<file path="config.mk">
export PLATFORM = sky130hd
export DESIGN_NAME = amp_detect
export DESIGN_NICKNAME = d
export VERILOG_FILES = /design/src/rtl/amp_detect.sv
export SDC_FILE = /design/constraint.sdc
export NUM_CORES = 1
export LEC_CHECK = 0
export BUFFER_PORTS_ARGS = -buffer_cell sky130_fd_sc_hd__buf_2
export CAP_MARGIN = 20
export CORE_MARGIN = 4
export CORE_UTILIZATION = 55
export DETAILED_ROUTE_END_ITERATION = 7
export HOLD_SLACK_MARGIN = 0.05
export PLACE_DENSITY = 0.76
export SETUP_SLACK_MARGIN = 0.4
export SLEW_MARGIN = 20
export SYNTH_ARGS = -nofsm -noshare
export SYNTH_HDL_FRONTEND = slang
export SYNTH_SLANG_ARGS = --single-unit
</file>
<file path="constraint.sdc">
create_clock -name clk -period 4.6 [get_ports clk]
set_input_delay 0.46 -clock clk [delete_from_list [all_inputs] [get_ports clk]]
set_output_delay 0.46 -clock clk [all_outputs]
set_load 0.03 [all_outputs]
</file>
<file path="src/rtl/amp_detect.sv">
`timescale 1ns/1ps
// amp_detect: windowed amplitude detector for an 8-bit unsigned waveform.
//
// When gate rises the block discards SETTLE samples, then measures back-to-back windows of
// win_len samples (0 and 1 are treated as 2). At the end of each window the maximum, minimum,
// peak-to-peak, midpoint and a flat flag are registered together and valid pulses for one
// cycle. Dropping gate aborts the current window without updating the results.
//
// Ports:
//   clk       sampling clock, one wave_in sample per rising edge
//   rst_n     asynchronous active-low reset
//   gate      measurement enable, high = measure continuously
//   wave_in   unsigned waveform sample
//   win_len   window length in samples, latched at each window start
//   amplitude window maximum, zero-extended to 16 bits
//   vmin      window minimum
//   vpp       window maximum minus window minimum
//   mid       (max + min) >> 1
//   flat      vpp < MIN_SWING
//   valid     one-cycle pulse when the result outputs update
//   busy      high while settling or measuring
module amp_detect #(
    parameter int unsigned SETTLE    = 4,
    parameter int unsigned MIN_SWING = 8
) (
    input  logic        clk,
    input  logic        rst_n,
    input  logic        gate,
    input  logic [7:0]  wave_in,
    input  logic [15:0] win_len,
    output logic [15:0] amplitude,
    output logic [7:0]  vmin,
    output logic [7:0]  vpp,
    output logic [7:0]  mid,
    output logic        flat,
    output logic        valid,
    output logic        busy
);

    typedef enum logic [1:0] {StIdle, StSettle, StMeas} state_t;

    state_t      state;
    state_t      next_state;

    logic [15:0] settle_cnt;
    logic [15:0] samp_cnt;
    logic [15:0] win_lat;
    logic [7:0]  cur_max;
    logic [7:0]  cur_min;

    // Strobes decoded from the FSM for the datapath.
    logic        clear_settle;
    logic        enter_meas;
    logic        accumulate;
    logic        complete;

    logic [15:0] lat_len;
    logic [7:0]  samp_max;
    logic [7:0]  samp_min;
    logic [7:0]  swing;
    logic [7:0]  mid_val;
    logic        settle_done;
    logic        win_last;

    // Window length with the degenerate lengths 0 and 1 promoted to 2.
    assign lat_len  = (win_len < 16'd2) ? 16'd2 : win_len;

    // Accumulator values including the current sample, so the final sample of a window
    // is folded into the registered result at the same edge.
    assign samp_max = (wave_in > cur_max) ? wave_in : cur_max;
    assign samp_min = (wave_in < cur_min) ? wave_in : cur_min;
    assign swing    = samp_max - samp_min;
    // 9-bit sum so 255 + 255 gives a midpoint of 255.
    assign mid_val  = 8'(({1'b0, samp_max} + {1'b0, samp_min}) >> 1);

    assign settle_done = (32'(settle_cnt) + 32'd1) >= SETTLE;
    assign win_last    = (samp_cnt == (win_lat - 16'd1));

    assign busy = (state != StIdle);

    always_ff @(posedge clk or negedge rst_n) begin
        if (!rst_n) begin
            state <= StIdle;
        end else begin
            state <= next_state;
        end
    end

    always_comb begin
        next_state   = state;
        clear_settle = 1'b0;
        enter_meas   = 1'b0;
        accumulate   = 1'b0;
        complete     = 1'b0;
        unique case (state)
            StIdle: begin
                if (gate) begin
                    next_state   = StSettle;
                    clear_settle = 1'b1;
                end
            end
            StSettle: begin
                if (!gate) begin
                    next_state = StIdle;
                end else if (settle_done) begin
                    next_state = StMeas;
                    enter_meas = 1'b1;
                end
            end
            StMeas: begin
                // Gate low wins over window completion: nothing is committed.
                if (!gate) begin
                    next_state = StIdle;
                end else if (win_last) begin
                    complete = 1'b1;
                end else begin
                    accumulate = 1'b1;
                end
            end
            default: begin
                next_state = StIdle;
            end
        endcase
    end

    always_ff @(posedge clk or negedge rst_n) begin
        if (!rst_n) begin
            settle_cnt <= 16'd0;
            samp_cnt   <= 16'd0;
            win_lat    <= 16'd2;
            cur_max    <= 8'd0;
            cur_min    <= 8'd255;
            amplitude  <= 16'd0;
            vmin       <= 8'd0;
            vpp        <= 8'd0;
            mid        <= 8'd0;
            flat       <= 1'b1;
            valid      <= 1'b0;
        end else begin
            valid <= 1'b0;
            if (clear_settle) begin
                settle_cnt <= 16'd0;
            end else if (state == StSettle) begin
                settle_cnt <= settle_cnt + 16'd1;
            end

            if (enter_meas || complete) begin
                // Window start: fresh accumulators and a newly latched length.
                win_lat  <= lat_len;
                cur_max  <= 8'd0;
                cur_min  <= 8'd255;
                samp_cnt <= 16'd0;
            end else if (accumulate) begin
                cur_max  <= samp_max;
                cur_min  <= samp_min;
                samp_cnt <= samp_cnt + 16'd1;
            end

            if (complete) begin
                amplitude <= {8'd0, samp_max};
                vmin      <= samp_min;
                vpp       <= swing;
                mid       <= mid_val;
                flat      <= (32'(swing) < MIN_SWING);
                valid     <= 1'b1;
            end
        end
    end

endmodule

</file>
Word level (Yosys, flattened, before mapping)
Cells that the tools add are included.
- output and inout port bits: 43
- register bits: 100
- logic and storage cells: 63
- multiplexer cells: 28
- equal/unequal tests: 6
- $lt $le $gt $ge: 5
- add/sub/neg operators: 6
- reduce and logical (&&, ||, !) cells: 6
- operators by type and width (cell ; number):
    $mux W16 ; 5
    $mux W8 ; 6
    $add A16 B1 Y16 const B ; 2
    $add A16 B1 Y17 const B ; 1
    $ge A17 B3 Y1 const B ; 1
    $eq A16 B16 Y1 ; 1
    $lt A16 B2 Y1 const B ; 1
    $sub A16 B1 Y16 const B ; 1
    $mux W1 ; 12
    $add A8 B8 Y9 ; 1
    $gt A8 B8 Y1 ; 1
    $lt A8 B4 Y1 const B ; 1
    $lt A8 B8 Y1 ; 1
    $mux W2 ; 4
    $sub A8 B8 Y8 ; 1
    $pmux W2 S3 ; 1
    $reduce_bool A2 Y1 ; 3
    $ne A2 B2 Y1 const B ; 2
    $ne A3 B3 Y1 const B ; 1
    $reduce_and A3 Y1 ; 1
    $eq A2 B1 Y1 const B ; 1
    $eq A2 B2 Y1 const B ; 1
    $logic_not A2 Y1 ; 1
    $logic_or A1 B1 Y1 ; 1

Logic depth before layout (Yosys ltp)
Gate-level depths: netlist of run 1.
- word-level depth: 7
- mapped depth: 19
- depth with buffers taken out: 18

Worst setup path after synthesis of run 1
Ideal clock, no wire load.
- kind: register to register
- from: register cur_min[4]
- to: register mid[6]
- data required time: 4.473 ns
- clock period less this slack: 3.954 ns
- data arrival time: 3.826 ns
- cell stages (with the launch flop): 17
- path buffers: 0
- setup time: 0.127 ns
- path slack: 0.646 ns
- cell sequence: dfstp_2 inv_1 ha_1 a21oi_1 nor2_1 a211oi_1 o21ai_0 a21oi_1 mux2_2 ha_1 a21o_1 a21oi_1 nor2_1 o21a_1 o41a_1 xor2_1 mux2_1
- longest elaborated chain between the ends: 3
- RTL lines (what ; RTL line ; RTL):
    start, declared ; 49 ; logic [7:0] cur_min;
    start signal, assigned ; 155 ; cur_min <= samp_min;
    $lt A8 B8 Y1 ; 71 ; assign samp_min = (wave_in < cur_min) ? wave_in : cur_min;
    $mux W8 ; 71 ;
    via samp_min[1] ; 59 ; logic [7:0] samp_min;
    $add A8 B8 Y9 ; 74 ; assign mid_val = 8'(({1'b0, samp_max} + {1'b0, samp_min}) >> 1);
    end signal, assigned ; 163 ; mid <= mid_val;
    end, declared ; 34 ; output logic [7:0] mid,
The timed path passes the listed nets, and every way through them passes these cells.
A chain may end at the register's enable or synchronous reset.

Final worst setup path of run 1
- from: register cur_min[4]
- to: register flat
- longest elaborated chain between the ends: 4
- RTL lines (what ; RTL line ; RTL):
    $lt A8 B8 Y1 ; 71 ;
    $mux W8 ; 71 ;
    via samp_min[2] ; 59 ;
    $sub A8 B8 Y8 ; 72 ; assign swing = samp_max - samp_min;
    $lt A8 B4 Y1 ; 164 ; flat <= (32'(swing) < MIN_SWING);
    end signal, assigned ; 164 ;
    end, declared ; 35 ; output logic flat,
The timed path passes the listed nets, and every way through them passes these cells.

==> flow_summary.ini, run 1 <==
[sta]
totalNegativeSetupSlack_ns = 0
crit_share_post_route_pct = 85.91
timing_hold_violations_final = 0
final_setup_viols = 0
grt_setup_unrepaired = no
final_period_minus_worst_setup_slack_ns = 3.952
slew_viol_final = 0
worst_slew_margin_relative_to_its_limit_pct = 39.73
max_freq_mhz = 253.0
timing.hold.ws_ns = 0.1463
setup_ws_ns = 0.6480
tightestPinTransition_ns = 0.9007
largest_clock_skew_in_the_final_design_ns = 0.008466

[grt]
antenna_found_initial = 0
gr-usage-met2_pct = 36.38
grt_first_pass_wirelength_mm = 24.05
grt-ovfl-total = 0
grt_max_degree = 54
grt.busiest_layer = met2
grt_util_met3_pct = 5.316
globalRouteTotalUtil_pct = 22.39
grt_pass1_vias = 4872
use_met1_pct = 30.83

[pwr]
power_leakage_nw = 3.362
p_per_area_nw_per_um2 = 493.3
irDropWorstVdd_uv = 295.7

[critical_path]
worst_setup_path_end_kind = flop
worstPathRequired_ns = 4.88
crit_path_start = cur_min[4]
worst_ep_arrival_time_ns = 4.23
path_class = flop to flop
regToRegStartpoint = cur_min[4]
start_kind = flop
crit_fanout = 8

[clock_tree]
clock_tree_from_tritoncts = yes
root_buffer = clkbuf_16
clkLatencyLatePin_ns = 0.35
cts.reportedPaths.clkPinSlew_ns = 0.07
number_of_buffers_between_clock_root_and_the_deepest_sink = 2
number_of_setup_buffers_added_after_cts = 0
ctsHtreeMaxLevel = 3
numCtsBuffers = 9
numClockSinks = 100

[place]
dp.final_hpwl_mm = 10.08
place_congestion = 0.8614
placed_cell_area_um2 = 6629
placement.setup.worst_slack_ns = 0.6121
portBuffers = 61

[logic_synthesis]
synth_seq_area_share_pct = 39.94
dominantRegCellSynth = dfrtp_1
synth_cell_type_count = 67
synth.avg_cell_area_um2 = 10.01
synth_async_sr_flop_share_pct = 100.0
synth_cells = 629
post_synthesis_cell_area_um2 = 6296
ys_top_cells_by_area = dfrtp_1 (36%), ha_1 (6.8%), mux2_1 (5.0%), dfstp_2 (4.2%), mux2_2 (3.8%)
synth_edf_count = 0
synth_area_leader_cell = dfrtp_1
ys_warn_count = 0
ys_seq_elements = 100
yosys.area.top_type_share_pct = 35.77

[drt]
ant_nets = 0
num_vias = 4842
totalWireLength_mm = 13.81
avgRoutedWirePerCell_um = 16.78
routed_via_density = 5.883
detail_route.drc_violations = 0
first_pass_iters = 5
violation_count_after_the_first_detailed_route_iteration = 395

[hold_path]
min_path_type = primary input to asynchronous set/reset pin

[outcome]
status = finished clean

[layout]
area_delta_synth_final_pct = 9.956
insertedDiodeCount = 0
final_common_cell = dfrtp_1
layout-drive-gt1-share_pct = 20.06
total_non_filler_cell_area_in_the_finished_layout_um2 = 6923
mostFrequentLayoutCells = dfrtp_1 (90), buf_2 (60), nor2_1 (46)
fillCellCount = 887
final_net_count = 741

[floorplan]
std_cell_rows = 38
floorplan.initialDensity_pct = 57.08
die_x_um = 115.0
pin_count = 70
core_area_um2 = 11030
die_height_um = 115.0
fp.dieArea_um2 = 13220

[flow_run]
drv_cap = 0
kinds of logic after synthesis:
family                     after synthesis  share of synthesized area, %
muxes                                   69                         12.34
other                                    1                       0.05956
DFF                                    100                         39.94
xor gates and xnor gates                44                         6.121
and+or+nand+nor                        179                         15.12
adders and majority gates               36                         7.393
buffers and inverters                   79                         6.081
AOI/OAI and AO/OA                      121                         12.94
path summary, 6_finish.rpt:
check | end | slack [ns] | depth (start not counted)
setup / recovery | flat | 0.65 | 16
hold reg to reg | amplitude[3] | 0.49 | 1
setup reg to reg | flat | 0.65 | 16
hold / removal | settle_cnt[7] | 0.15 | 1
max in group asynchronous | settle_cnt[14] | 3.37 | 2
min in group clk | win_lat[0] | 0.36 | 3
cells in the mapped netlist (6+ instances only):
cell and n:
o31ai_1 7, o22a_1 8, dfstp_2 10, nor4_1 10, a21oi_1 23, xor2_1 24, nand4_1 21, nor2_1 47
o22ai_1 10, mux2_1 28, nand2_1 28, clkbuf_1 20, ha_1 34, dfrtp_1 90, nand3_1 14, nor2b_1 6
mux2_2 21, inv_1 43, mux2i_1 15, xnor2_1 20, and3_1 7, o21ai_0 30, buf_4 8, nand2b_1 6
nor3_1 12
metrics by stage:
step           utilization [%]  power (mW)  std cells
2_1_floorplan                -       2.340        636
3_3_place_gp             60.10       2.602        807
3_5_place_dp             60.10       2.667        807
4_1_cts                  62.61       3.403        823
5_1_grt                  62.76       3.676        823
6_report                 62.76       3.415        823
flip-flops by register name, summed over array words and instances, names as in the netlist:
register	cells
samp_cnt	16
vpp	8
flat	1
mid	8
cur_max	8
settle_cnt	16
valid	1
vmin	8
amplitude	8
win_lat	16
state	2
cur_min	8
repair_timing:
action / in CTS / in global routing
hold buffers: 0 / 0
gates resized for setup: 0 / 4
setup endpoints to repair: 0 / 3
power breakdown:
| part | internal (mW) | switching (mW) | total (mW) |
|---|---|---|---|
| clock network | 0.384 | 0.336 | 0.720 |
| logic | 0.632 | 0.818 | 1.45 |
| registers | 1.04 | 0.201 | 1.25 |
| total | 2.06 | 1.35 | 3.41 |
critical path, cell delays in order (launching register included):
cell and delay, ns:
dfstp_2 0.55, inv_1 0.04, ha_1 0.28, a21oi_1 0.15, nor2_1 0.06, a211oi_1 0.19
o21ai_0 0.11, a21oi_1 0.15, buf_4 0.19, mux2_2 0.39, ha_1 0.46, o21ai_1 0.15
a2111oi_0 0.44, a221oi_1 0.11, xnor2_1 0.26, nor4b_2 0.08, mux2_2 0.27
area by class of cell:
type / count / area, µm² / share of cell area, %
clock inverters: 5 / 35.03 / 0.5061
inverters: 43 / 161.4 / 2.331
multi-input cells: 457 / 3441 / 49.70
repair buffers: 67 / 352.8 / 5.097
flip-flops and latches: 100 / 2515 / 36.33
well taps: 140 / 175.2 / 2.530
clock buffers: 11 / 242.7 / 3.506
layer usage:
layer,vias to the layer above,share of wire (%)
met5,-,0
met3,8,4.9
met1,2375,46
met2,123,49
met4,0,0.80
li1,2336,-
Power figures use the tool's default switching activity.
==> inputs of run 2 (changes only) <==
- ABC_AREA: not set -> 1
- CELL_PAD_IN_SITES_DETAIL_PLACEMENT: not set -> 2
- CELL_PAD_IN_SITES_GLOBAL_PLACEMENT: not set -> 2
- CORE_UTILIZATION: 55 -> 34
- PLACE_DENSITY: 0.76 -> not set
- PLACE_DENSITY_LB_ADDON: not set -> 0.1
==> flow_summary.ini, run 2 <==
[pwr]
p_sw_share_pct = 46.89
irDropWorstVdd_uv = 190.1
net-switching-power_mw = 1.839
proportion_of_power_drawn_by_combinational_gates_pct = 48.1
power_share_of_the_sequential_group_pct = 30.0
fin_total_pwr_mw = 3.922
power.internal_mw = 2.083
power.share.clock_pct = 21.8
p_per_area_nw_per_um2 = 501.6
power_leakage_nw = 4.200

[critical_path]
crit_fanout = 15
r2r_slack_ns = 0.84
start_kind = flop
rr_endpoint = flat
crit_path_start = cur_min[5]
worst_ep_arrival_time_ns = 4.07
r2r_cells = 17
regToRegStartpoint = cur_min[5]
critical-path-max-stage-delay_ns = 0.63
worst_setup_path_end_kind = flop
crit_buf_inv = 3
worstPathRequired_ns = 4.91
path_class = flop to flop
crit_top_cell = nand2_1
critPathSlowestCell = o21ai_0
cpLargestDelayFamily = compound AO/OA/AOI/OAI gates
crit_chain = inv_1, ha_1, a21oi_1, o21a_1, nand2_1, o21ai_0, inv_1, ha_1, inv_1, a21oi_1, o21a_1, nand2_1, nand2_1, nand3_1, nor3_1, nand3_1, nand2_1

[place]
place_congestion = 0.8297
placed_cell_area_um2 = 7482
portBuffers = 61
dp.cells = 1291
dp.final_hpwl_mm = 17.43

[layout]
final_net_count = 1096
largestRegisters = samp_cnt: 16 flops, settle_cnt: 16 flops, win_lat: 16 flops
total_non_filler_cell_area_in_the_finished_layout_um2 = 7819
area_delta_synth_final_pct = 11.25
mostFrequentLayoutCells = nand2_1 (235), nor2_1 (141), inv_1 (115)
insertedDiodeCount = 0
layout-drive-gt1-share_pct = 12.33
final_cell_count_no_fill = 1308
final_common_cell = nand2_1
fillCellCount = 2493

[floorplan]
die_height_um = 151.8
fp.dieArea_um2 = 23030
core_area_um2 = 20300
floorplan.initialDensity_pct = 34.62
die_x_um = 151.8
pin_count = 70
std_cell_rows = 52

[logic_synthesis]
post_synthesis_cell_area_um2 = 7028
yosys.area.top_type_share_pct = 32.05
synth_seq_area_share_pct = 35.78
synth_edf_count = 0
synth_async_sr_flop_share_pct = 100.0
synth_cell_type_count = 44
ys_top_cells_by_area = dfrtp_1 (32%), nand2_1 (13%), nor2_1 (7.5%), nand3_1 (6.6%), inv_1 (6.1%)
ys_warn_count = 0
synth.most_common_cell = nand2_1
leading_post_synthesis_cells_by_instance_count = nand2_1 (236), nor2_1 (141), inv_1 (115)
synth_cells = 987
dominantRegCellSynth = dfrtp_1
synth.avg_cell_area_um2 = 7.121
synth_area_leader_cell = dfrtp_1
ys_seq_elements = 100

[sta]
timing_hold_violations_final = 0
worst_slew_margin_relative_to_its_limit_pct = 38.87
max_freq_mhz = 266.1
grt_setup_unrepaired = no
final_period_minus_worst_setup_slack_ns = 3.758
tightestPinTransition_ns = 0.9170
slew_viol_final = 0
largest_clock_skew_in_the_final_design_ns = 0.01343
final_setup_viols = 0
crit_share_post_route_pct = 81.69
totalNegativeSetupSlack_ns = 0

[drt]
routed_via_density = 5.069
ant_nets = 0
detail_route.drc_violations = 0
violation_count_after_the_first_detailed_route_iteration = 242
totalWireLength_mm = 22.83
num_vias = 6630
first_pass_iters = 4
avgRoutedWirePerCell_um = 17.45

[clock_tree]
root_buffer = clkbuf_16
clkLatencyLatePin_ns = 0.37
number_of_buffers_between_clock_root_and_the_deepest_sink = 2
clock_tree_from_tritoncts = yes
numClockSinks = 100
cts.reportedPaths.clkPinSlew_ns = 0.09
ctsHtreeMaxLevel = 3
numCtsBuffers = 9

[flow_run]
drv_cap = 0

[grt]
grt_first_pass_wirelength_mm = 38.22
grt_pass1_vias = 7143
globalRouteTotalUtil_pct = 21.08
antenna_found_initial = 0
grt-ovfl-total = 0
grt_max_degree = 68

[hold_path]
min_path_type = primary input to asynchronous set/reset pin

[outcome]
status = finished clean
[run 2: cell types whose count changed in the layout (fill, tap and decap cells not counted), moves of 21 or more]
cell	before	now
nor2_1	46	141
mux2_2	21	0
inv_1	43	115
nand2_1	28	235
nand3_1	14	93
nand4_1	21	44
mux2_1	28	0
[run 2: worst max path at each step]
stage	end	slack, ns	cells past startpoint
after floorplan	flat	1.43	20
after global placement	flat	0.69	16
after detailed placement	flat	0.65	16
after CTS	flat	0.68	20
after global routing	flat	0.47	19
final	flat	0.84	17
[run 2: power by group through the flow]
stage	clock network, mW	registers (mW)	logic [mW]
3_3_place_gp	0	1.19	1.84
6_report	0.856	1.18	1.89
2_1_floorplan	0	1.15	1.38
5_1_grt	0.921	1.20	2.17
4_1_cts	0.883	1.18	1.91
3_5_place_dp	0	1.19	1.89
[run 2: kinds of logic (layout without fill, tap and decap cells)]
group | Yosys count | count (layout) | synth area share, %
other | 1 | 8 | 0.05336
AND/OR/NAND/NOR | 565 | 565 | 35.78
AO/OA/AOI/OAI | 82 | 82 | 6.302
adder cells (fa/ha/maj) | 36 | 36 | 6.623
XOR/XNOR | 39 | 39 | 4.860
flip-flops | 100 | 100 | 35.78
buffers and inverters | 164 | 208 | 10.59
[run 2: cell type report]
class / instances / area, µm² / area share [%]
Tap cell: 270 / 337.8 / 4.321
Clock inverter: 7 / 97.59 / 1.248
Multi-Input combinational cell: 730 / 3797 / 48.57
Sequential cell: 100 / 2515 / 32.17
Timing Repair Buffer: 72 / 390.4 / 4.993
Clock buffer: 9 / 225.2 / 2.880
Inverter: 120 / 455.4 / 5.825
[run 2: worst register-to-register path: cells and delay by family (launching register included)]
kind                     cells  cell delay [ns]
buffers and inverters        3             0.39
flip-flops                   1             0.53
AO/OA/AOI/OAI                5             1.29
adder cells (fa/ha/maj)      2             0.69
AND/OR/NAND/NOR              7             0.81
[run 2: repair_timing]
item / in CTS / in global routing
setup buffers: 0 / 1
setup endpoints to repair: 0 / 3
gates resized for setup: 0 / 3
hold buffers: 0 / 0
[run 2: routing by layer]
layer	track usage, %	wire length [µm]	vias to the layer above
met2	38.18	11700	72
met1	26.95	10490	3307
li1	-	-	3238
met4	3.594	183	0
met3	3.153	457	13
met5	0	0	-
[run 2: metrics by stage]
stage / hold WS (ns) / setup slack (ns) / utilization, %
4_1_cts: 0.2599 / 0.6773 / 38.45
2_1_floorplan: 0.1644 / 1.429 / -
3_3_place_gp: 0.4806 / 0.6888 / 36.86
5_1_grt: 0.2853 / 0.4686 / 38.52
6_report: 0.2122 / 0.8421 / 38.52
3_5_place_dp: 0.4833 / 0.6491 / 36.86
